[src/rtl/raster_timing_gen.sv]
// Raster scan timing generator: pixel/line counters, syncs, active flag and line/frame strobes.
// Optional frame counter enabled by defining RASTER_FRAME_COUNT_EN.
module raster_timing_gen #(
  parameter int unsigned H_ACTIVE = 640,
  parameter int unsigned H_FP     = 16,
  parameter int unsigned H_SYNC   = 96,
  parameter int unsigned H_BP     = 48,
  parameter int unsigned V_ACTIVE = 480,
  parameter int unsigned V_FP     = 10,
  parameter int unsigned V_SYNC   = 2,
  parameter int unsigned V_BP     = 33,
  parameter int unsigned X_BITS   = 10,
  parameter int unsigned Y_BITS   = 10,
  parameter int unsigned SYNC_POL = 0
) (
  input  logic              clk,
  input  logic              reset,
  input  logic              en,
  output logic [X_BITS-1:0] x,
  output logic [Y_BITS-1:0] y,
  output logic              active,
  output logic              hsync,
  output logic              vsync,
  output logic              new_line,
  output logic              new_frame,
  output logic [7:0]        frame_count
);

  localparam int unsigned H_TOTAL  = H_ACTIVE + H_FP + H_SYNC + H_BP;
  localparam int unsigned V_TOTAL  = V_ACTIVE + V_FP + V_SYNC + V_BP;
  localparam int unsigned HS_START = H_ACTIVE + H_FP;
  localparam int unsigned HS_END   = HS_START + H_SYNC;
  localparam int unsigned VS_START = V_ACTIVE + V_FP;
  localparam int unsigned VS_END   = VS_START + V_SYNC;
  localparam logic        SYNC_ON  = (SYNC_POL != 0);

  logic [X_BITS-1:0] r_x;
  logic [Y_BITS-1:0] r_y;
  logic              r_active;
  logic              r_hsync;
  logic              r_vsync;
  logic              r_new_line;
  logic              r_new_frame;

  logic              w_x_end;
  logic              w_y_end;
  logic [X_BITS-1:0] w_x_nxt;
  logic [Y_BITS-1:0] w_y_nxt;
  logic              w_active_nxt;
  logic              w_hsync_nxt;
  logic              w_vsync_nxt;

  // Flags are derived from the next counter values so they line up with x/y.
  always_comb begin
    w_x_end      = (r_x == X_BITS'(H_TOTAL - 1));
    w_y_end      = (r_y == Y_BITS'(V_TOTAL - 1));
    w_x_nxt      = w_x_end ? '0 : r_x + 1'b1;
    w_y_nxt      = r_y;
    if (w_x_end) begin
      w_y_nxt = w_y_end ? '0 : r_y + 1'b1;
    end
    w_active_nxt = (w_x_nxt < X_BITS'(H_ACTIVE)) && (w_y_nxt < Y_BITS'(V_ACTIVE));
    w_hsync_nxt  = ((w_x_nxt >= X_BITS'(HS_START)) && (w_x_nxt < X_BITS'(HS_END)))
                   ? SYNC_ON : ~SYNC_ON;
    w_vsync_nxt  = ((w_y_nxt >= Y_BITS'(VS_START)) && (w_y_nxt < Y_BITS'(VS_END)))
                   ? SYNC_ON : ~SYNC_ON;
  end

  always_ff @(posedge clk) begin
    if (reset) begin
      r_x         <= X_BITS'(H_TOTAL - 1);
      r_y         <= Y_BITS'(V_TOTAL - 1);
      r_active    <= 1'b0;
      r_hsync     <= ~SYNC_ON;
      r_vsync     <= ~SYNC_ON;
      r_new_line  <= 1'b0;
      r_new_frame <= 1'b0;
    end else if (en) begin
      r_x         <= w_x_nxt;
      r_y         <= w_y_nxt;
      r_active    <= w_active_nxt;
      r_hsync     <= w_hsync_nxt;
      r_vsync     <= w_vsync_nxt;
      r_new_line  <= w_x_end;
      r_new_frame <= w_x_end && w_y_end;
    end else begin
      r_new_line  <= 1'b0;
      r_new_frame <= 1'b0;
    end
  end

`ifdef RASTER_FRAME_COUNT_EN
  logic [7:0] r_frame_count;

  always_ff @(posedge clk) begin
    if (reset) begin
      r_frame_count <= '0;
    end else if (en && w_x_end && w_y_end) begin
      r_frame_count <= r_frame_count + 8'd1;
    end
  end

  assign frame_count = r_frame_count;
`else
  assign frame_count = '0;
`endif

  assign x         = r_x;
  assign y         = r_y;
  assign active    = r_active;
  assign hsync     = r_hsync;
  assign vsync     = r_vsync;
  assign new_line  = r_new_line;
  assign new_frame = r_new_frame;

endmodule

[config.mk]
export PLATFORM = sky130hd
export DESIGN_NAME = raster_timing_gen
export DESIGN_NICKNAME = d
export VERILOG_FILES = /design/src/rtl/raster_timing_gen.sv
export SDC_FILE = /design/constraint.sdc
export NUM_CORES = 1
export LEC_CHECK = 0
export CAP_MARGIN = 25
export CORE_MARGIN = 3
export CORE_UTILIZATION = 50
export DETAILED_ROUTE_END_ITERATION = 6
export GPL_TIMING_DRIVEN = 0
export PLACE_DENSITY = 0.8
export RECOVER_POWER = 50
export SLEW_MARGIN = 15
export SYNTH_ARGS = -nofsm -noshare
export SYNTH_HDL_FRONTEND = slang
export SYNTH_SLANG_ARGS = --single-unit
[constraint.sdc]
create_clock -name clk -period 2.1 [get_ports clk]
set_input_delay 0.42 -clock clk [delete_from_list [all_inputs] [get_ports clk]]
set_output_delay 0.42 -clock clk [all_outputs]
set_load 0.01 [all_outputs]
[Yosys cells after proc, flatten, opt, wreduce, memory -nomap -nowiden]
Index checks and enable logic that the tools add are counted.
Word-level totals
  register bits: 25
  input bits: 3
  output and inout bits: 33
  logic and storage cells: 28
Operators by class
  add/sub/neg operators: 2
  order comparisons: 6
  equality and inequality tests: 2
  multiplexer cells: 5
  bitwise logic cells: 1
  reductions and logical operators: 5
Operator list (count)
  10-bit two-way mux: 3
  10-bit by 1-bit adder with 10-bit output (second input constant): 2
  10-bit equality test (second input constant): 2
  10-bit < comparator (second input constant): 2
  10-bit by 9-bit < comparator with 1-bit output (second input constant): 2
  10-bit greater-or-equal comparator (second input constant): 1
  10-bit by 9-bit greater-or-equal comparator with 1-bit output (second input constant): 1
  1-bit logical AND: 4
  1-bit two-way mux: 2
  2-bit OR reduction: 1
  1-bit NOT: 1

[Depth between registers and ports, before layout]
  depth in word-level cells: 6
  gate-level depth with buffers: 8
  depth with buffers taken out: 7

[Least setup slack after synthesis]
No wires, ideal clock.
  path type: reg-to-reg
  from: register r_y[1], in the netlist y[1]
  to: register r_active, in the netlist active
  setup time: 117 ps
  arrival: 1853 ps
  data required time: 1983 ps
  slack: 130 ps
  stages on the path, launching flop included: 7
  path buffers: 0
  path through: dfxtp_1 > ha_1 > nand4_1 > or3_1 > a211oi_1 > o22ai_1 > a32o_1
On the way
  longest elaborated chain between the ends: 5
  elaborated cells on any way between the ends: 6
  those cells by class: add/sub (1); order compare (1); eq/ne (1); mux (2); reduce/logical (1)
Ends and longest elaborated chain
  start: declaration: line 38  | logic [Y_BITS-1:0] r_y;
  start signal: assignment: line 72  | r_y <= Y_BITS'(V_TOTAL - 1);
  start signal: assignment: line 80  | r_y <= w_y_nxt;
  10-bit by 1-bit adder with 10-bit output or 10-bit equality test (tied branches): line 60, 56
  10-bit two-way mux: line 60  | w_y_nxt = w_y_end ? '0 : r_y + 1'b1;
  10-bit two-way mux *: line 59  | if (w_x_end) begin
  10-bit by 9-bit < comparator with 1-bit output *: line 62  | w_active_nxt = (w_x_nxt < X_BITS'(H_ACTIVE)) && (w_y_nxt < Y_BITS'(V_ACTIVE));
  1-bit logical AND *: line 62
  end signal: assignment: line 81  | r_active <= w_active_nxt;
  end: declaration: line 39  | logic r_active;
Every way passes the cells marked *; elsewhere a longest branch is shown, timed or not.
A chain may end at the register's enable or synchronous reset.

[Final worst setup path]
  from: register r_x[4], in the netlist x[4]
  to: register r_active, in the netlist active
On the way
  longest elaborated chain between the ends: 4
  elaborated cells on any way between the ends: 7
  those cells by class: add/sub (1); order compare (2); eq/ne (1); mux (2); reduce/logical (1)
Ends and longest elaborated chain
  start: declaration: line 37  | logic [X_BITS-1:0] r_x;
  start signal: assignment: line 71  | r_x <= X_BITS'(H_TOTAL - 1);
  start signal: assignment: line 79  | r_x <= w_x_nxt;
  10-bit by 1-bit adder with 10-bit output or 10-bit equality test (tied branches): line 57, 55
  10-bit two-way mux (on tied branches): line 57, 59
  10-bit < comparator or 10-bit by 9-bit < comparator with 1-bit output (tied branches): line 62
  1-bit logical AND *: line 62
Marked as above.

==> flow_summary.yaml <==
pwr:
  clkPwrFrac_pct: 18.5
  max-vdd-ir-drop_v: 0.0004288
  p_total_w: 0.001194
  share_comb_of_total_power_pct: 35.6
  switchingPower_w: 0.0004223
  leakage_power_summed_over_all_cells_nw: 0.7998
  pwr-share-seq_pct: 45.9
  intPower_w: 0.0007714
  power.switching_fraction_pct: 35.38
  pwr_density_cell_nw_per_um2: 581.0
critical_path:
  critPathMaxFanout: 7
  r2r-end: "active"
  ff2ff_path_depth: 5
  critical_path_class: "flop to flop"
  critical_path_buf_inv_count: 0
  required_ns: 2.33
  critPathMaxStageDelay_ns: 0.62
  list_of_cells_traversed_by_the_critical_path: "nand3_1 > or4_1 > a21oi_4 > o311ai_0 > a32o_1"
  timing.rr.start: "x[4]"
  timing.critical_path.max_delay_family: "simple AND/OR/NAND/NOR gates"
  critPathSlowestCell: "sky130_fd_sc_hd__or4_1"
  cp_data_arrival_time_ns: 2.25
  register_to_register_path_setup_slack_ns: 0.08
  startpoint_type: "flop"
  cp-end-kind: "flop"
global_routing:
  grt_pass1_wl_mm: 6.182
  grt.total_usage_pct: 18.62
  grt_overflow_total: 0
  first_global_vias: 1305
  grt_start_max_net_pins: 14
  number_of_antenna_violations_at_the_first_check_in_global_routing: 0
flow_run:
  drv.max_cap_violation_count: 0
final_layout:
  fillers: 265
  layout-drive-gt1-share_pct: 16.18
  area.growth.synth_to_final_pct: 26.99
  final_util_pct: 66.75
  layout.area.seq_um2: 508.0
  finalNetCount: 248
  insertedDiodeCount: 0
  multiInputGateArea_um2: 1040
timing:
  period_needed_ns: 2.024
  worst-slew-pin-transition_ns: 0.5388
  final.hold.worst_slack_ns: 0.4876
  fin_skew_ns: 0.003309
  max_freq_mhz: 494.0
  layout_worst_path_cycle_share_pct: 96.40
  hold_violations: 0
  setup_violations: 0
  worst_slew_margin_rel_pct: 64.08
  slew_violations: 0
worst_hold_path:
  timing.hold.worst_endpoint: "x[0]"
  hold_path_cell_cnt: 1
  start_point_of_the_worst_hold_path: "x[0]"
  worstHoldPathType: "flop to flop"
logic_synthesis:
  synth_area_leader_cell: "sky130_fd_sc_hd__dfxtp_1"
  synth-simple-area-share_pct: 29.62
  synth_compound_area_share_pct: 20.88
  synth_top_cells_by_area: "sky130_fd_sc_hd__dfxtp_1 (31%), sky130_fd_sc_hd__buf_4 (5.1%), sky130_fd_sc_hd__nor2_1 (4.9%)"
  synth-warning-count: 0
  synth-adder-area-share_pct: 2.320
  yosysTopAreaCellShare_pct: 30.94
  synth.distinct_cells: 48
  synth_top_family_by_area: "simple AND/OR/NAND/NOR gates"
  synth_xor_xnor_area_share_pct: 4.331
  ys_ff_latch: 25
  muxShareOfSynthArea_pct: 2.552
  postSynthCellCount: 204
  synth.cell_area_um2: 1618
  ys_async_sr_fraction_pct: 0
  synth_top_flop_cell: "sky130_fd_sc_hd__dfxtp_1"
  avgSynthCellArea_um2: 7.930
  synth-seq-area-share_pct: 30.94
  number_of_synthesized_flops_with_an_enable_pin: 0
clocking:
  clkLatencyLatePin_ns: 0.32
  hold_buffers: 0
  cts.clk_slew.worst_paths_ns: 0.14
  clock_path_buffers: 2
  cts.root.buffer_cell: "sky130_fd_sc_hd__clkbuf_4"
  ctsHtreeMaxLevel: 1
  cts_num_sinks: 25
  cts-buffers-inserted: 3
  cts_tree: "yes"
route:
  num_vias: 1619
  route.detailed.wl_per_inst_um: 14.08
  dr_pass1_iterations: 4
  postRouteAntennaNets: 0
  drt_wl_total_mm: 4.012
  dr.first_iter.drc_count: 86
  vias_per_cell: 5.681
  detail_route.drc_violations: 0
floorplan:
  row_cnt: 20
  die_area_um2: 3954
  core-area_um2: 3078
  die-height_um: 62.88
  die_width_um: 62.88
  initial_utilization_pct: 52.56
  boundaryPins: 36
place:
  io_buffer_count: 25
  routability_congestion_estimate: 0.8863
  place.detailed.hpwl_mm: 2.668
run_status:
  run_status: "completed"
how the worst max path moves through the flow:
stage                     slack (ns)  start  cells past startpoint      to
after floorplan                 0.13   y[1]                      6  active
after global placement         -0.02   y[1]                      6  active
after detailed placement       -0.03   x[0]                      8  active
after CTS                      0.003   x[0]                      8    y[8]
after global routing           -0.02   x[4]                      5  active
final                           0.08   x[4]                      5  active
area by class of cell:
type | instances | share of cell area [%]
Multi-Input combinational cell | 159 | 50.61
Sequential cell | 25 | 24.73
Timing Repair Buffer | 28 | 13.28
Buffer | 21 | 6.699
Tap cell | 44 | 2.680
Clock buffer | 4 | 1.279
Inverter | 4 | 0.7308
Yosys cell counts (2+ instances only):
library cell / number
sky130_fd_sc_hd__clkbuf_1: 8
sky130_fd_sc_hd__a31oi_1: 6
sky130_fd_sc_hd__dfxtp_1: 25
sky130_fd_sc_hd__and4_1: 2
sky130_fd_sc_hd__nand3_1: 10
sky130_fd_sc_hd__or3_1: 4
sky130_fd_sc_hd__and3_1: 7
sky130_fd_sc_hd__o21ai_0: 8
sky130_fd_sc_hd__nor4b_1: 2
sky130_fd_sc_hd__a41oi_1: 3
sky130_fd_sc_hd__a211oi_1: 3
sky130_fd_sc_hd__buf_4: 11
sky130_fd_sc_hd__xor2_1: 2
sky130_fd_sc_hd__o31ai_1: 2
sky130_fd_sc_hd__inv_1: 3
sky130_fd_sc_hd__o21bai_1: 4
sky130_fd_sc_hd__buf_2: 4
sky130_fd_sc_hd__nand4_1: 6
sky130_fd_sc_hd__mux2i_1: 3
sky130_fd_sc_hd__and2_1: 2
sky130_fd_sc_hd__ha_1: 3
sky130_fd_sc_hd__a21oi_1: 12
sky130_fd_sc_hd__xnor2_1: 6
sky130_fd_sc_hd__nand2_1: 13
sky130_fd_sc_hd__nor2_1: 21
sky130_fd_sc_hd__o311ai_0: 2
sky130_fd_sc_hd__nand2b_1: 2
sky130_fd_sc_hd__nor3_1: 10
worst register-to-register path, delay by kind of cell, from the launching register on:
family	cells	cell delay, ns
and+or+nand+nor	2	0.86
AOI/OAI and AO/OA	3	0.62
DFF	1	0.45
stage by stage:
stage | TNS, ns | std cells | setup slack (ns) | cell area (um^2)
floorplan | 0 | 211 | 0.1297 | 1644
CTS | 0 | 284 | 0.002840 | 1982
detailed placement | -0.03237 | 280 | -0.03237 | 1949
finish | 0 | 285 | 0.07554 | 2054
global placement | -0.02275 | 280 | -0.02275 | 1949
global route | -0.02588 | 285 | -0.02080 | 2054
layer usage:
| metal | track usage [%] | share of wire [%] | up-vias |
|---|---|---|---|
| li1 | - | - | 806 |
| met1 | 28.71 | 49 | 748 |
| met2 | 26.88 | 44 | 58 |
| met3 | 2.698 | 5.8 | 7 |
| met4 | 4.132 | 1.1 | 0 |
| met5 | 0 | 0 | - |
cells by family after synthesis:
group           after synthesis
simple gates                 88
compound gates               48
buf+inv                      27
flops                        25
xor+xnor                      8
mux                           4
fa+ha+maj                     3
other cells                   1
power by group through the flow:
stage	combinational, W	clock, W	sequential [W]
floorplan	0.000256	0	0.000559
global placement	0.000385	0	0.000550
detailed placement	0.000388	0	0.000551
CTS	0.000391	0.000230	0.000541
global route	0.000459	0.000250	0.000555
finish	0.000425	0.000221	0.000547
layout by cell type, fill, tap and decap left out, drive strengths merged, types with 3 or more instances in the layout:
master         synthesis  layout
clkdlybuf4s50          0      12
nand2                 13      13
and3                   7       7
inv                    3       3
nor4b                  3       3
nand3                 11      11
clkbuf                 8      11
ha                     3       3
conb                   1       8
dfxtp                 25      25
nand4                  7       7
nor2                  21      21
buf                   15      17
or3                    4       4
and4                   3       3
o21ai                  8       8
nor3                  10      10
a41oi                  3       3
a21oi                 12      12
a211oi                 3       3
dlygate4sd3            0      13
xnor2                  6       6
a31oi                  6       6
o21bai                 4       4
mux2i                  3       3
state kept, by name (all words and copies together), names as in the netlist:
signal	count
active	1
hsync	1
new_frame	1
new_line	1
vsync	1
x	10
y	10
repair_timing:
action,CTS,global route
endpoints found under the setup margin,1,7
hold endpoints to repair,0,0
setup buffers,0,3
pin swaps,0,2
resized for setup,3,20
(Power assumes the default switching activity.)
